<file path="src/rtl/umio_tx_arb_if.sv">
// Bus bundle for umio_tx_arb: both FIFO read ports and the MAC TX byte stream.
// master = the arbiter, slave = the FIFOs/MAC around it.
interface umio_tx_arb_if;
    logic [8:0] src0_data;
    logic       src0_empty;
    logic       src0_rd_en;
    logic       src0_frm_wr;
    logic [8:0] src1_data;
    logic       src1_empty;
    logic       src1_rd_en;
    logic       src1_frm_wr;
    logic [7:0] tx_data;
    logic       tx_last;
    logic       tx_valid;
    logic       tx_ready;
    logic       grant;
    logic       busy;

    modport master (
        input  src0_data, src0_empty, src0_frm_wr,
        input  src1_data, src1_empty, src1_frm_wr,
        input  tx_ready,
        output src0_rd_en, src1_rd_en,
        output tx_data, tx_last, tx_valid, grant, busy
    );

    modport slave (
        output src0_data, src0_empty, src0_frm_wr,
        output src1_data, src1_empty, src1_frm_wr,
        output tx_ready,
        input  src0_rd_en, src1_rd_en,
        input  tx_data, tx_last, tx_valid, grant, busy
    );
endinterface

</file>
<file path="src/rtl/umio_tx_arb.sv">
// Two-source round-robin frame arbiter feeding the MAC TX byte stream.
// A frame is only started once the writer has committed it completely
// (per-source complete-frame counters), so the MAC never underruns mid-frame
// unless the FIFO itself runs dry. A programmable gap follows every frame.
// Optional: UMIO_TX_ARB_STAT_EN adds per-source frame statistics and a sticky
// frame-counter saturation flag.
//
// state | meaning
// IDLE  | pick a source with a complete frame (priority source first)
// XFER  | stream the granted FIFO to the MAC until its last byte is popped
// GAP   | inter-frame gap, IFG_LEN idle cycles
module umio_tx_arb #(
    parameter int CNT_W   = 6,
    parameter int IFG_LEN = 12
) (
    input  logic         clk,
    input  logic         rst_n,
    umio_tx_arb_if.master bus
`ifdef UMIO_TX_ARB_STAT_EN
    ,
    output logic [15:0]  stat_frm0,
    output logic [15:0]  stat_frm1,
    output logic         stat_ovf
`endif
);

    typedef enum logic [1:0] {IDLE, XFER, GAP} state_t;

    localparam logic [CNT_W-1:0] CNT_MAX = {CNT_W{1'b1}};
    localparam logic [7:0]       IFG     = 8'(IFG_LEN);

    state_t           state, state_nxt;
    logic [CNT_W-1:0] frm_cnt0, frm_cnt1;
    logic             grant, grant_nxt;
    logic             rr_pri, rr_pri_nxt;
    logic [7:0]       gap_cnt, gap_nxt;

    logic [8:0] head;
    logic       head_empty;
    logic       in_xfer;
    logic       tx_valid_i;
    logic       pop;
    logic       pop_last0, pop_last1;

    assign head       = grant ? bus.src1_data  : bus.src0_data;
    assign head_empty = grant ? bus.src1_empty : bus.src0_empty;
    assign in_xfer    = (state == XFER);
    assign tx_valid_i = in_xfer & ~head_empty;
    assign pop        = tx_valid_i & bus.tx_ready;
    assign pop_last0  = pop & head[8] & ~grant;
    assign pop_last1  = pop & head[8] & grant;

    assign bus.tx_valid   = tx_valid_i;
    assign bus.tx_data    = in_xfer ? head[7:0] : 8'h00;
    assign bus.tx_last    = in_xfer & head[8];
    assign bus.src0_rd_en = pop & ~grant;
    assign bus.src1_rd_en = pop & grant;
    assign bus.grant      = grant;
    assign bus.busy       = (state != IDLE);

    // Simultaneous commit and last-byte pop cancel; increment saturates.
    function automatic logic [CNT_W-1:0] cnt_next(input logic [CNT_W-1:0] cnt,
                                                  input logic inc, input logic dec);
        logic [CNT_W-1:0] r;
        r = cnt;
        if (inc && !dec && cnt != CNT_MAX)
            r = cnt + 1'b1;
        else if (dec && !inc && cnt != '0)
            r = cnt - 1'b1;
        return r;
    endfunction

    // Complete-frame counters, one per source.
    always_ff @(posedge clk or negedge rst_n) begin
        if (!rst_n) begin
            frm_cnt0 <= '0;
            frm_cnt1 <= '0;
        end else begin
            frm_cnt0 <= cnt_next(frm_cnt0, bus.src0_frm_wr, pop_last0);
            frm_cnt1 <= cnt_next(frm_cnt1, bus.src1_frm_wr, pop_last1);
        end
    end

    // FSM state, grant, round-robin pointer and gap timer.
    always_ff @(posedge clk or negedge rst_n) begin
        if (!rst_n) begin
            state   <= IDLE;
            grant   <= 1'b0;
            rr_pri  <= 1'b0;
            gap_cnt <= 8'h00;
        end else begin
            state   <= state_nxt;
            grant   <= grant_nxt;
            rr_pri  <= rr_pri_nxt;
            gap_cnt <= gap_nxt;
        end
    end

    // Next-state: arbitration in IDLE, frame end detection in XFER, gap countdown.
    always_comb begin
        state_nxt  = state;
        grant_nxt  = grant;
        rr_pri_nxt = rr_pri;
        gap_nxt    = gap_cnt;
        unique case (state)
            IDLE: begin
                if ((rr_pri ? frm_cnt1 : frm_cnt0) != '0) begin
                    grant_nxt = rr_pri;
                    state_nxt = XFER;
                end else if ((rr_pri ? frm_cnt0 : frm_cnt1) != '0) begin
                    grant_nxt = ~rr_pri;
                    state_nxt = XFER;
                end
            end
            XFER: begin
                if (pop && head[8]) begin
                    rr_pri_nxt = ~grant;
                    gap_nxt    = IFG;
                    state_nxt  = (IFG != 8'h00) ? GAP : IDLE;
                end
            end
            GAP: begin
                gap_nxt = gap_cnt - 8'd1;
                if (gap_cnt <= 8'd1)
                    state_nxt = IDLE;
            end
            default: state_nxt = IDLE;
        endcase
    end

`ifdef UMIO_TX_ARB_STAT_EN
    // Per-source transmitted-frame counts and sticky saturation flag.
    always_ff @(posedge clk or negedge rst_n) begin
        if (!rst_n) begin
            stat_frm0 <= 16'h0000;
            stat_frm1 <= 16'h0000;
            stat_ovf  <= 1'b0;
        end else begin
            if (pop_last0)
                stat_frm0 <= stat_frm0 + 16'd1;
            if (pop_last1)
                stat_frm1 <= stat_frm1 + 16'd1;
            if ((bus.src0_frm_wr && !pop_last0 && frm_cnt0 == CNT_MAX) ||
                (bus.src1_frm_wr && !pop_last1 && frm_cnt1 == CNT_MAX))
                stat_ovf <= 1'b1;
        end
    end
`endif

endmodule

</file>
<file path="src/flat_wrapper.sv">
// flat-port wrapper written by rule: the top's interface ports become plain ports
module umio_tx_arb_flat 
#(
    parameter int CNT_W   = 6,
    parameter int IFG_LEN = 12
)
  (clk, rst_n, bus_src0_data, bus_src0_empty, bus_src0_frm_wr, bus_src1_data, bus_src1_empty, bus_src1_frm_wr, bus_tx_ready, bus_src0_rd_en, bus_src1_rd_en, bus_tx_data, bus_tx_last, bus_tx_valid, bus_grant, bus_busy);
  umio_tx_arb_if bus_i ();
  input  logic clk;
  input  logic rst_n;
  input wire logic [$bits(bus_i.src0_data)-1:0] bus_src0_data;
  input wire logic [$bits(bus_i.src0_empty)-1:0] bus_src0_empty;
  input wire logic [$bits(bus_i.src0_frm_wr)-1:0] bus_src0_frm_wr;
  input wire logic [$bits(bus_i.src1_data)-1:0] bus_src1_data;
  input wire logic [$bits(bus_i.src1_empty)-1:0] bus_src1_empty;
  input wire logic [$bits(bus_i.src1_frm_wr)-1:0] bus_src1_frm_wr;
  input wire logic [$bits(bus_i.tx_ready)-1:0] bus_tx_ready;
  output wire logic [$bits(bus_i.src0_rd_en)-1:0] bus_src0_rd_en;
  output wire logic [$bits(bus_i.src1_rd_en)-1:0] bus_src1_rd_en;
  output wire logic [$bits(bus_i.tx_data)-1:0] bus_tx_data;
  output wire logic [$bits(bus_i.tx_last)-1:0] bus_tx_last;
  output wire logic [$bits(bus_i.tx_valid)-1:0] bus_tx_valid;
  output wire logic [$bits(bus_i.grant)-1:0] bus_grant;
  output wire logic [$bits(bus_i.busy)-1:0] bus_busy;
  assign bus_i.src0_data = bus_src0_data;
  assign bus_i.src0_empty = bus_src0_empty;
  assign bus_i.src0_frm_wr = bus_src0_frm_wr;
  assign bus_i.src1_data = bus_src1_data;
  assign bus_i.src1_empty = bus_src1_empty;
  assign bus_i.src1_frm_wr = bus_src1_frm_wr;
  assign bus_i.tx_ready = bus_tx_ready;
  assign bus_src0_rd_en = bus_i.src0_rd_en;
  assign bus_src1_rd_en = bus_i.src1_rd_en;
  assign bus_tx_data = bus_i.tx_data;
  assign bus_tx_last = bus_i.tx_last;
  assign bus_tx_valid = bus_i.tx_valid;
  assign bus_grant = bus_i.grant;
  assign bus_busy = bus_i.busy;
  umio_tx_arb #(.CNT_W(CNT_W), .IFG_LEN(IFG_LEN)) u_core (.clk(clk), .rst_n(rst_n), .bus(bus_i));
endmodule
</file>
<file path="config.mk">
export PLATFORM = sky130hd
export DESIGN_NAME = umio_tx_arb_flat
export DESIGN_NICKNAME = d
export VERILOG_FILES = /design/src/rtl/umio_tx_arb_if.sv /design/src/rtl/umio_tx_arb.sv /design/src/flat_wrapper.sv
export SDC_FILE = /design/constraint.sdc
export NUM_CORES = 1
export LEC_CHECK = 0
export BUFFER_PORTS_ARGS = -buffer_cell sky130_fd_sc_hd__buf_2
export CAP_MARGIN = 20
export CELL_PAD_IN_SITES_DETAIL_PLACEMENT = 0
export CELL_PAD_IN_SITES_GLOBAL_PLACEMENT = 2
export CORE_ASPECT_RATIO = 1.4
export CORE_MARGIN = 10
export CORE_UTILIZATION = 31
export CTS_BUF_LIST = sky130_fd_sc_hd__clkbuf_8
export DETAILED_ROUTE_END_ITERATION = 8
export HOLD_SLACK_MARGIN = 0.1
export PLACE_DENSITY_LB_ADDON = 0.1
export SLEW_MARGIN = 20
export SYNTH_ARGS = -nofsm -noshare
export SYNTH_HDL_FRONTEND = slang
export SYNTH_SLANG_ARGS = --single-unit
</file>
<file path="constraint.sdc">
create_clock -name clk -period 2.4 [get_ports clk]
set_input_delay 0.36 -clock clk [delete_from_list [all_inputs] [get_ports clk]]
set_output_delay 0.36 -clock clk [all_outputs]
set_load 0.03 [all_outputs]
</file>
==> results of run 1 <==
-- cells in the mapped netlist (2+ instances only) --
library cell and number:
or2_2 2, mux2i_1 9, a21oi_1 9, a211oi_1 2, o21ai_1 2, ha_1 10
mux2_2 6, xnor2_1 4, inv_1 4, nand2b_1 2, nand4_1 2, o21ai_0 7
nor4_1 2, fa_1 2, or4_1 2, xor2_1 7, nor2_1 15, a21o_1 4
o21bai_1 2, nand2_1 11, mux2_4 4, dfrtp_1 24, nand3_1 6, or3_1 5
o211ai_1 2, nor3_1 2
-- layout make-up --
class | instances | area, µm²
multi-input cells | 132 | 1091
well taps | 66 | 82.58
fillers | 500 | 2892
inverters | 4 | 15.01
clock buffers | 4 | 55.05
repair buffers | 68 | 421.7
flip-flops and latches | 24 | 601.8
-- stage by stage --
stage / TNS (ps) / cells / area [µm²] / total power [W]
4_1_cts: -20.25 / 299 / 2220 / 0.001923
2_1_floorplan: -213.6 / 163 / 1670 / 0.001277
6_report: -5.038 / 298 / 2267 / 0.001985
3_3_place_gp: -104.2 / 283 / 2067 / 0.001570
3_5_place_dp: -329.6 / 283 / 2067 / 0.001605
5_1_grt: -240.8 / 298 / 2267 / 0.002136
-- registers in the layout (all words and copies together) (netlist names) --
signal and cells:
u_core.frm_cnt0 6, u_core.bus.grant 1, u_core.gap_cnt 8, u_core.state 2, u_core.frm_cnt1 6, u_core.rr_pri 1
-- worst min-delay path by stage --
stage / cells past startpoint / slack [ps] / to
floorplan: 0 / 60 / u_core.bus.grant$_DFFE_PN0P_
global placement: 1 / 370 / u_core.gap_cnt[6]$_DFFE_PN0P_
detailed placement: 1 / 380 / u_core.gap_cnt[2]$_DFFE_PN0P_
CTS: 4 / 410 / u_core.rr_pri$_DFFE_PN0P_
global route: 4 / 430 / u_core.rr_pri$_DFFE_PN0P_
finish: 4 / 420 / u_core.rr_pri$_DFFE_PN0P_
-- repair_timing --
action	CTS	global route
hold buffers	1	0
setup buffers	11	0
pin swaps	4	7
endpoints found under the hold margin	24	0
endpoints found under the setup margin	4	7
gates resized for setup	1	10
-- per-layer routing --
| layer | share of wire, % | wire length [µm] | vias to the layer above |
|---|---|---|---|
| li1 | - | - | 729 |
| met1 | 39 | 1743 | 718 |
| met2 | 52 | 2342 | 34 |
| met3 | 6.6 | 293 | 7 |
| met4 | 1.8 | 81 | 0 |
| met5 | 0 | 0 | - |
-- critical path: cells and delay by family, from the launching register on --
| kind | cells | cell delay, ps |
|---|---|---|
| xor+xnor | 1 | 150 |
| simple gates | 2 | 540 |
| mux | 1 | 250 |
| fa+ha+maj | 1 | 260 |
| compound gates | 2 | 380 |
| buf+inv | 2 | 360 |
| flops | 1 | 390 |
-- power by group through the flow --
stage,Combinational (W),Clock (W),Sequential (W)
after floorplan,0.000649,0,0.000629
after CTS,0.00104,0.000284,0.000601
after global placement,0.000965,0,0.000605
after global routing,0.00121,0.000307,0.000623
final,0.00110,0.000270,0.000610
after detailed placement,0.000998,0,0.000608
-- kinds of logic after synthesis --
logic type | count (synthesis) | share of synthesized area (%)
buffers and inverters | 7 | 1.673
xor gates and xnor gates | 11 | 5.860
and+or+nand+nor | 56 | 18.80
DFF | 24 | 36.53
adders and majority gates | 12 | 10.05
muxes | 20 | 14.61
AOI/OAI and AO/OA | 33 | 12.48
==> metrics.txt, run 1 <==
port bufs=38; Site Rows=31; Synth Net Count=200; Chip Height=between 100 and 150 µm; share of layout cells above drive strength 1=43.97%; Post-Route WL=4.461 mm; yosys warns=0; global route hottest layer=met2; relative slew slack=64.37%; final worst slack=-5.038 ps; Peak VDD IR=about 0.57 mV; M2 GR Usage=18.80%; grt ovf=0; violated checks=setup timing; Cells after Synth=about 160; Min Hold Slack=between 400 and 500 ps; Req. time, crit path=roughly 2600 ps; commonest non-fill, non-tap cell in the layout=buf_2; cell mode on critical path=buf_4; sw frac=34.87%; worst setup path startpoint=u_core.state[1]$_DFFE_PN0P_; # DRC=0; CP Max Fanout=3; fin nets=270; CP endpoint=u_core.frm_cnt1[5]$_DFFE_PN0P_; root buf cell=clkbuf_8; Seq/Total Area, Yosys=36.53%; Setup Crit Path Kind=register to register; Post-Syn Area=1644 µm²; net load switching power=around 0.00069 W; ranking of synthesized cells by area=dfrtp_1 (37%), ha_1 (7.6%), mux2i_1 (5.5%), mux2_2 (4.1%), xor2_1 (3.7%); pin count of the biggest net entering global routing=25; Distinct cells, synth=42; Hold Crit Start=bus_src1_data[8]; Initial Util=between 30% and 40%; grt met3 use=under 10%; power per cell area=between 800 and 900 nW/µm²; Synth Flop Type=dfrtp_1; Crit Reg-Reg Endpoint=u_core.frm_cnt1[5]$_DFFE_PN0P_; Final Skew=approximately 2 ps; post-layout min period=2405 ps; cts bufs inserted=3; post-route ant nets=0; Max Slew Vio Count=0; leakage power=1.038 nW; status=finished, violations left; vias in the first global route=1,629; Layout area overhead=37.90%; Yosys top cell area share=36.53%; CP max stage delay=390 ps; number of antenna repair diodes=0; met1 Resource Use GR=roughly 11%; Ports=39; combinational share of power=55.6%; Core Box Area=5159 µm²; max-cap viol count=0; register bit total from synthesis=24; Post-synth EDFFs=0; endpoints failing hold=0; leading area contributor after synthesis=dfrtp_1; Async S/R FF share, synth=100.0%; first drt pass iteration count=4; number of vias per cell=4.993; CTS tree=built; final setup fails=1; r2r setup slk=-5 ps; GPL Wtd Cong=0.8177; initial antenna violation count=0; drt first-iter violations=48; RSZ-0062 raised after global routing=yes; post-detail-place hpwl=approximately 3.5 mm; Int Power=0.001293 W; worst skew pair latency=260 ps; worst reg2reg path depth=9; fmax=415.8 MHz; Die Wd=between 80 and 90 µm; Critical-path top delay cell=dfrtp_1; post-layout util=between 40 and 50%; crit-path cells=nand3b_4 -> or3_4 -> o211ai_1 -> buf_4 -> buf_4 -> ha_1 -> a21oi_2 -> mux2i_4 -> xor2_1; worst-margin pin slew=534.4 ps; H-tree levels=1; DR WL/cell=approximately 15 µm; clk sink count=24; pre-CTS setup slack=-162.9 ps; startpoint types=register; maximum clock path buffer count=2; clock share of power=13.6%; sequential power share=30.8%; clk slew on worst S/H paths=80 ps; global-route wire length before repair=7.396 mm; most frequent cells in the layout=buf_2 (38), buf_4 (28), dfrtp_1 (23); gr usage total=10.28%; via count=1,488; data arrival time of the critical path=2600 ps; period utilization=100.2%; worst hold path type=input port to register; RR Startpoint=u_core.state[1]$_DFFE_PN0P_; CP endpoint kind=register; Die ar.=8658 µm²; mean area per synthesized cell=10.09 µm²
No activity file was read; power rests on OpenSTA's default activity.
==> run 2: changes to the inputs <==
--- a/config.mk
+++ b/config.mk
@@ -11,7 +11,7 @@
 export CELL_PAD_IN_SITES_GLOBAL_PLACEMENT = 2
 export CORE_ASPECT_RATIO = 1.4
 export CORE_MARGIN = 10
-export CORE_UTILIZATION = 31
+export CORE_UTILIZATION = 37
 export CTS_BUF_LIST = sky130_fd_sc_hd__clkbuf_8
 export DETAILED_ROUTE_END_ITERATION = 8
 export HOLD_SLACK_MARGIN = 0.1
==> constraint.sdc (replaced) <==
create_clock -name clk -period 2.8 [get_ports clk]
set_input_delay 0.42 -clock clk [delete_from_list [all_inputs] [get_ports clk]]
set_output_delay 0.42 -clock clk [all_outputs]
set_load 0.03 [all_outputs]
==> run 2 against run 1 <==
Compared with the run above:
- the flow now finishes without violations
- clock power shrank 27%
- setup slack gained 180 ps
- register-to-register slack gained 180 ps
- largest cell class unchanged
- sequential power shrank 9.8%
- worst hold slack lost 300 ps
- via count shrank 10%
- critical path depth is the same
- sequential share of layout area grew 4.0 points
==> metrics.txt, run 2 (synthesis gave the netlist of run 1 again) <==
worst reg2reg path depth=9 (unchanged); commonest non-fill, non-tap cell in the layout=buf_2; Max Slew Vio Count=0 (unchanged); vias in the first global route=1,290 (-21%); biggest regs=u_core.gap_cnt: 8 flops, u_core.frm_cnt0: 6 flops, u_core.frm_cnt1: 6 flops; data arrival time of the critical path=2810 ps (+210 ps); Chip Height=98.87 µm (-6.9%); period utilization=93.85% (-6.4 points); H-tree levels=1 (unchanged); pre-CTS setup slack=88.02 ps (+250.9 ps); Power Total=0.001400 W (-29%); placed cells=262 (-7.4%); Fill cells=436 (-13%); # DRC=0 (unchanged); CP endpoint kind=register; via count=1,336 (-10%); Ports=39 (unchanged); worst-margin pin slew=561.9 ps (+27.50 ps); post-layout util=46.19% (+2.2 points); Layout area overhead=20.09%; crit-path cells=nand3b_4 -> or3_1 -> o211ai_1 -> ha_1 -> a211oi_1 -> o21bai_1 -> a21oi_1 -> mux2i_4 -> xor2_1; GPL Wtd Cong=0.7762 (-5.1%); most frequent cells in the layout=buf_2 (38), dfrtp_1 (22), nor2_1 (15); Layout Cells excl Fill=266 (-11%); Crit. path cell count=9 (unchanged); post-detail-place hpwl=3.065 mm (-12%); CTS tree=built; relative slew slack=62.38% (-2.0 points); final worst slack=172.1 ps (+177.2 ps); startpoint types=register; Site Rows=28 (-9.7%); endpoints failing hold=0 (unchanged); post-route ant nets=0 (unchanged); port bufs=38 (unchanged); fmax=380.5 MHz (-8.5%); Setup Crit Path Kind=register to register; DR WL/cell=13.98 µm (-6.6%); initial antenna violation count=0 (unchanged); setup TNS=0 ps (+5.038 ps); Req. time, crit path=2980 ps (+390 ps); Post-Route WL=3.720 mm (-17%); WL met2=1.781 mm (-24%); grt ovf=0 (unchanged); Peak VDD IR=0.4173 mV (-27%); Crit path max-delay family=compound AO/OA/AOI/OAI gates; power per cell area=709.2 nW/µm² (-19%); Die Wd=76.34 µm (-6.4%); number of vias per cell=5.023 (+0.59%); CP Buf/Inv Count=0 (-2); CP max stage delay=390 ps (about the same); final setup fails=0 (-1); Core Box Area=4274 µm² (-17%); highest routed metal layer=met4; worst skew pair latency=260 ps (about the same); maximum clock path buffer count=2 (unchanged); root buf cell=clkbuf_8; RSZ-0062 raised after global routing=no; share of layout cells above drive strength 1=31.07% (-13 points); global-route wire length before repair=6.189 mm (-16%); Critical-path top delay cell=or3_1; clk sink count=24 (unchanged); number of antenna repair diodes=0 (unchanged); max-cap viol count=0 (unchanged); Post-CTS Hold Fix Bufs=0 (-1); leakage power=0.8994 nW (-13%); first drt pass iteration count=4 (unchanged); post-layout min period=2628 ps (+222.8 ps); routed wire length on met3=158 µm (-46%); fin nets=244 (-9.6%); Final Skew=2.852 ps (+0.8572 ps); drt first-iter violations=70 (+46%); max reg flops=8 (unchanged); status=complete, no violations; CP Max Fanout=5 (+2); Met1 Wirelength=1.755 mm (+0.69%); worst hold path type=input port to asynchronous set/reset pin; cts bufs inserted=3 (unchanged); clk slew on worst S/H paths=80 ps (about the same); Most flops, register=u_core.gap_cnt; Initial Util=38.47% (+6.6 points); pin count of the biggest net entering global routing=25 (unchanged); Die ar.=7547 µm² (-13%); gr usage total=9.542% (-0.74 points)
[run 2: layout make-up]
cell class / count / area [µm²] / area share [%]
timing repair buffer: 42 / 220.2 / 11.15
clock buffer: 3 / 41.29 / 2.091
clock inverter: 1 / 3.754 / 0.1901
inverter: 4 / 15.01 / 0.7605
multi-input combinational: 132 / 1016 / 51.46
sequential: 24 / 603.1 / 30.55
tap: 60 / 75.07 / 3.802
[run 2: final timing paths]
path / start / end / slack (ps)
max: u_core.state[1]$_DFFE_PN0P_ / u_core.frm_cnt1[5]$_DFFE_PN0P_ / 170
min: rst_n / u_core.gap_cnt[7]$_DFFE_PN0P_ / 120
max reg2reg: u_core.state[1]$_DFFE_PN0P_ / u_core.frm_cnt1[5]$_DFFE_PN0P_ / 170
min reg2reg: u_core.gap_cnt[7]$_DFFE_PN0P_ / u_core.gap_cnt[7]$_DFFE_PN0P_ / 480
max in group asynchronous: rst_n / u_core.bus.grant$_DFFE_PN0P_ / 2300
min in group clk: bus_src1_data[8] / u_core.rr_pri$_DFFE_PN0P_ / 470
[run 2: routing by layer]
metal,vias up,track usage [%]
met3,2,2.000
met1,633,12.11
met5,-,0
met4,0,3.013
li1,676,-
met2,25,15.75
[run 2: report_power, final]
part	internal (W)	switching (W)
logic	0.000376	0.000278
clock network	0.0000976	0.0000984
registers	0.000442	0.000108
total	0.000916	0.000484
[run 2: metrics by stage]
step / cell area, µm² / hold WS, ps
after floorplan: 1645 / 124.4
after detailed placement: 1928 / 426.4
after CTS: 1973 / 137.3
final: 1974 / 122.2
after global routing: 1974 / 153.0
after global placement: 1928 / 426.4
[run 2: repair_timing]
| action | in CTS | in global routing |
|---|---|---|
| buffers inserted | 0 | 0 |
| endpoints found under the setup margin | 0 | 1 |
| gates resized for setup | 0 | 1 |
| endpoints found under the hold margin | 0 | 0 |
==> run 3: changes to the inputs <==
--- a/config.mk
+++ b/config.mk
@@ -5,7 +5,7 @@
 export SDC_FILE = /design/constraint.sdc
 export NUM_CORES = 1
 export LEC_CHECK = 0
-export BUFFER_PORTS_ARGS = -buffer_cell sky130_fd_sc_hd__buf_2
+export BUFFER_PORTS_ARGS = -buffer_cell sky130_fd_sc_hd__buf_4
 export CAP_MARGIN = 20
 export CELL_PAD_IN_SITES_DETAIL_PLACEMENT = 0
 export CELL_PAD_IN_SITES_GLOBAL_PLACEMENT = 2
@@ -13,6 +13,7 @@
 export CORE_MARGIN = 10
 export CORE_UTILIZATION = 37
 export CTS_BUF_LIST = sky130_fd_sc_hd__clkbuf_8
+export CTS_CLUSTER_SIZE = 14
 export DETAILED_ROUTE_END_ITERATION = 8
 export HOLD_SLACK_MARGIN = 0.1
 export PLACE_DENSITY_LB_ADDON = 0.1
==> run 3 against run 2 <==
Compared with the run above:
- combinational power barely moved
- via count fell by 0.22%
- final cell count did not move
- setup slack improved by 44 ps
- register-to-register slack improved by 40 ps
- first-iteration DRC count fell by 46%
- wire length rose by 6.7%
- count of clock-buffer cells in the layout rose by 1
- highest routed layer unchanged
- clock skew rose by 1.9 ps
- power rose by 3.2%
==> metrics.txt, run 3 (synthesis gave the netlist of run 1 again) <==
Fill cells=425 (-2.5%); power per cell area=694.2 nW/µm² (-2.1%); Final Skew=4.712 ps (+1.860 ps); Int Power=0.0009463 W (+3.3%); Req. time, crit path=2990 ps (about the same); data arrival time of the critical path=2770 ps (-40 ps); Post-CTS Hold Fix Bufs=1 (+1); via count=1,333 (-0.22%); Chip Height=98.87 µm (unchanged); post-detail-place hpwl=3.277 mm (+6.9%); setup TNS=0 ps (unchanged); most frequent cells in the layout=buf_4 (41), dfrtp_1 (23), nor2_1 (15); worst hold path type=input port to register; fin nets=244 (unchanged); Max Slew Vio Count=0 (unchanged); status=complete, no violations; sequential power share=39.1% (-0.2 points); max reg flops=8 (unchanged); first drt pass iteration count=4 (unchanged); CP Max Fanout=7 (+2); pre-CTS setup slack=201.7 ps (+113.7 ps); worst-margin pin slew=579.4 ps (+17.55 ps); clk slew on worst S/H paths=80 ps (about the same); post-layout util=48.68% (+2.5 points); CTS tree=built; clock share of power=15.7% (+1.7 points); worst skew pair latency=260 ps (about the same); Setup Crit Path Kind=register to register; drt first-iter violations=38 (-46%); Core Box Area=4274 µm² (unchanged); post-route ant nets=0 (unchanged); maximum clock path buffer count=2 (unchanged); sw frac=34.48% (-0.12 points); # DRC=0 (unchanged); startpoint types=register; dpl cell area=2016 µm² (+4.5%); final setup fails=0 (unchanged); global-route wire length before repair=6.596 mm (+6.6%); number of antenna repair diodes=0 (unchanged); final worst slack=216.6 ps (+44.47 ps); biggest regs=u_core.gap_cnt: 8 flops, u_core.frm_cnt0: 6 flops, u_core.frm_cnt1: 6 flops; pin count of the biggest net entering global routing=25 (unchanged); root buf cell=clkbuf_8; post-CTS setup buffers=0 (unchanged); Peak VDD IR=0.4387 mV (+5.1%); max-cap viol count=0 (unchanged); Design Area, Final=2081 µm² (+5.4%); post_cts resized=0 (unchanged); fmax=387.1 MHz (+1.7%); Site Rows=28 (unchanged); commonest non-fill, non-tap cell in the layout=buf_4; number of vias per cell=5.011 (-0.22%); DR WL/cell=14.92 µm (+6.7%); vias in the first global route=1,319 (+2.2%); net load switching power=0.0004981 W (+2.8%); Initial Util=38.47% (unchanged); Layout area overhead=26.56%; H-tree levels=1 (unchanged); Die ar.=7547 µm² (unchanged); cts bufs inserted=3 (unchanged); share of layout cells above drive strength 1=30.58% (-0.49 points); period utilization=92.26% (-1.6 points); initial antenna violation count=0 (unchanged); port bufs=38 (unchanged); endpoints failing hold=0 (unchanged); clk sink count=24 (unchanged); gr usage total=10.36% (+0.81 points); Post-Route WL=3.969 mm (+6.7%); relative slew slack=61.20% (-1.2 points); combinational share of power=45.2% (-1.5 points); post-layout min period=2583 ps (-44.47 ps); Ports=39 (unchanged); GPL Wtd Cong=0.8165 (+5.2%); leakage power=0.9232 nW (+2.7%); grt ovf=0 (unchanged); Die Wd=76.34 µm (unchanged); RSZ-0062 raised after global routing=no; CP endpoint kind=register; Most flops, register=u_core.gap_cnt
## run 3: cell count changes in the layout (fill, tap and decap cells not counted), sizes merged
cell | before | now
clkbuf | 3 | 4
dlygate4sd3 | 0 | 1
inv | 5 | 4
buf | 42 | 41
## run 3: power groups by stage
stage                     Sequential [W]  Clock, W  Combinational (W)
final                           0.000565  0.000227           0.000653
after global routing            0.000586  0.000252           0.000733
after CTS                       0.000566  0.000236           0.000661
after detailed placement        0.000572         0           0.000656
after global placement          0.000566         0           0.000624
after floorplan                 0.000538         0           0.000523
## run 3: routing by layer
metal  global-route usage [%]  part of all wire [%]  up-vias
met5                        0                     0        -
met4                    3.443                   1.1        0
met3                    1.636                   3.3        4
met2                    17.39                    49       29
met1                    13.16                    46      623
li1                         -                     -      677
## run 3: worst paths after layout
kind / to / slack (ps) / from / cells past startpoint
hold / removal: u_core.rr_pri$_DFFE_PN0P_ / 450 / bus_src1_data[8] / 4
setup reg to reg: u_core.frm_cnt1[5]$_DFFE_PN0P_ / 220 / u_core.state[0]$_DFFE_PN0P_ / 9
min in group asynchronous: u_core.gap_cnt[1]$_DFFE_PN0P_ / 590 / rst_n / 2
hold reg to reg: u_core.gap_cnt[5]$_DFFE_PN0P_ / 480 / u_core.gap_cnt[5]$_DFFE_PN0P_ / 1
setup / recovery: u_core.frm_cnt1[5]$_DFFE_PN0P_ / 220 / u_core.state[0]$_DFFE_PN0P_ / 9
max in group asynchronous: u_core.bus.grant$_DFFE_PN0P_ / 1950 / rst_n / 2
## run 3: stage by stage
step | power (W) | hold WS [ps] | instances
floorplan | 0.001061 | 124.4 | 163
detailed placement | 0.001227 | 336.0 | 261
global placement | 0.001190 | 331.8 | 261
finish | 0.001444 | 451.9 | 266
CTS | 0.001463 | 445.3 | 266
global route | 0.001571 | 497.8 | 266
## run 3: layout make-up
class                      count  area (µm²)  share of cell area [%]
clock buffer                   4       55.05                   2.646
inverter                       4       15.01                  0.7216
multi-input combinational    132        1016                   48.83
sequential                    24       601.8                   28.92
tap                           60       75.07                   3.608
timing repair buffer          42       317.8                   15.27
## run 3: worst max-delay path: stages, from the launching register on
cell and delay, ps:
dfrtp_1 480, nand3b_4 120, or3_1 400, o211ai_1 200
ha_1 310, a211oi_1 210, o21bai_1 100, a21oi_1 280
mux2i_4 270, xor2_1 150
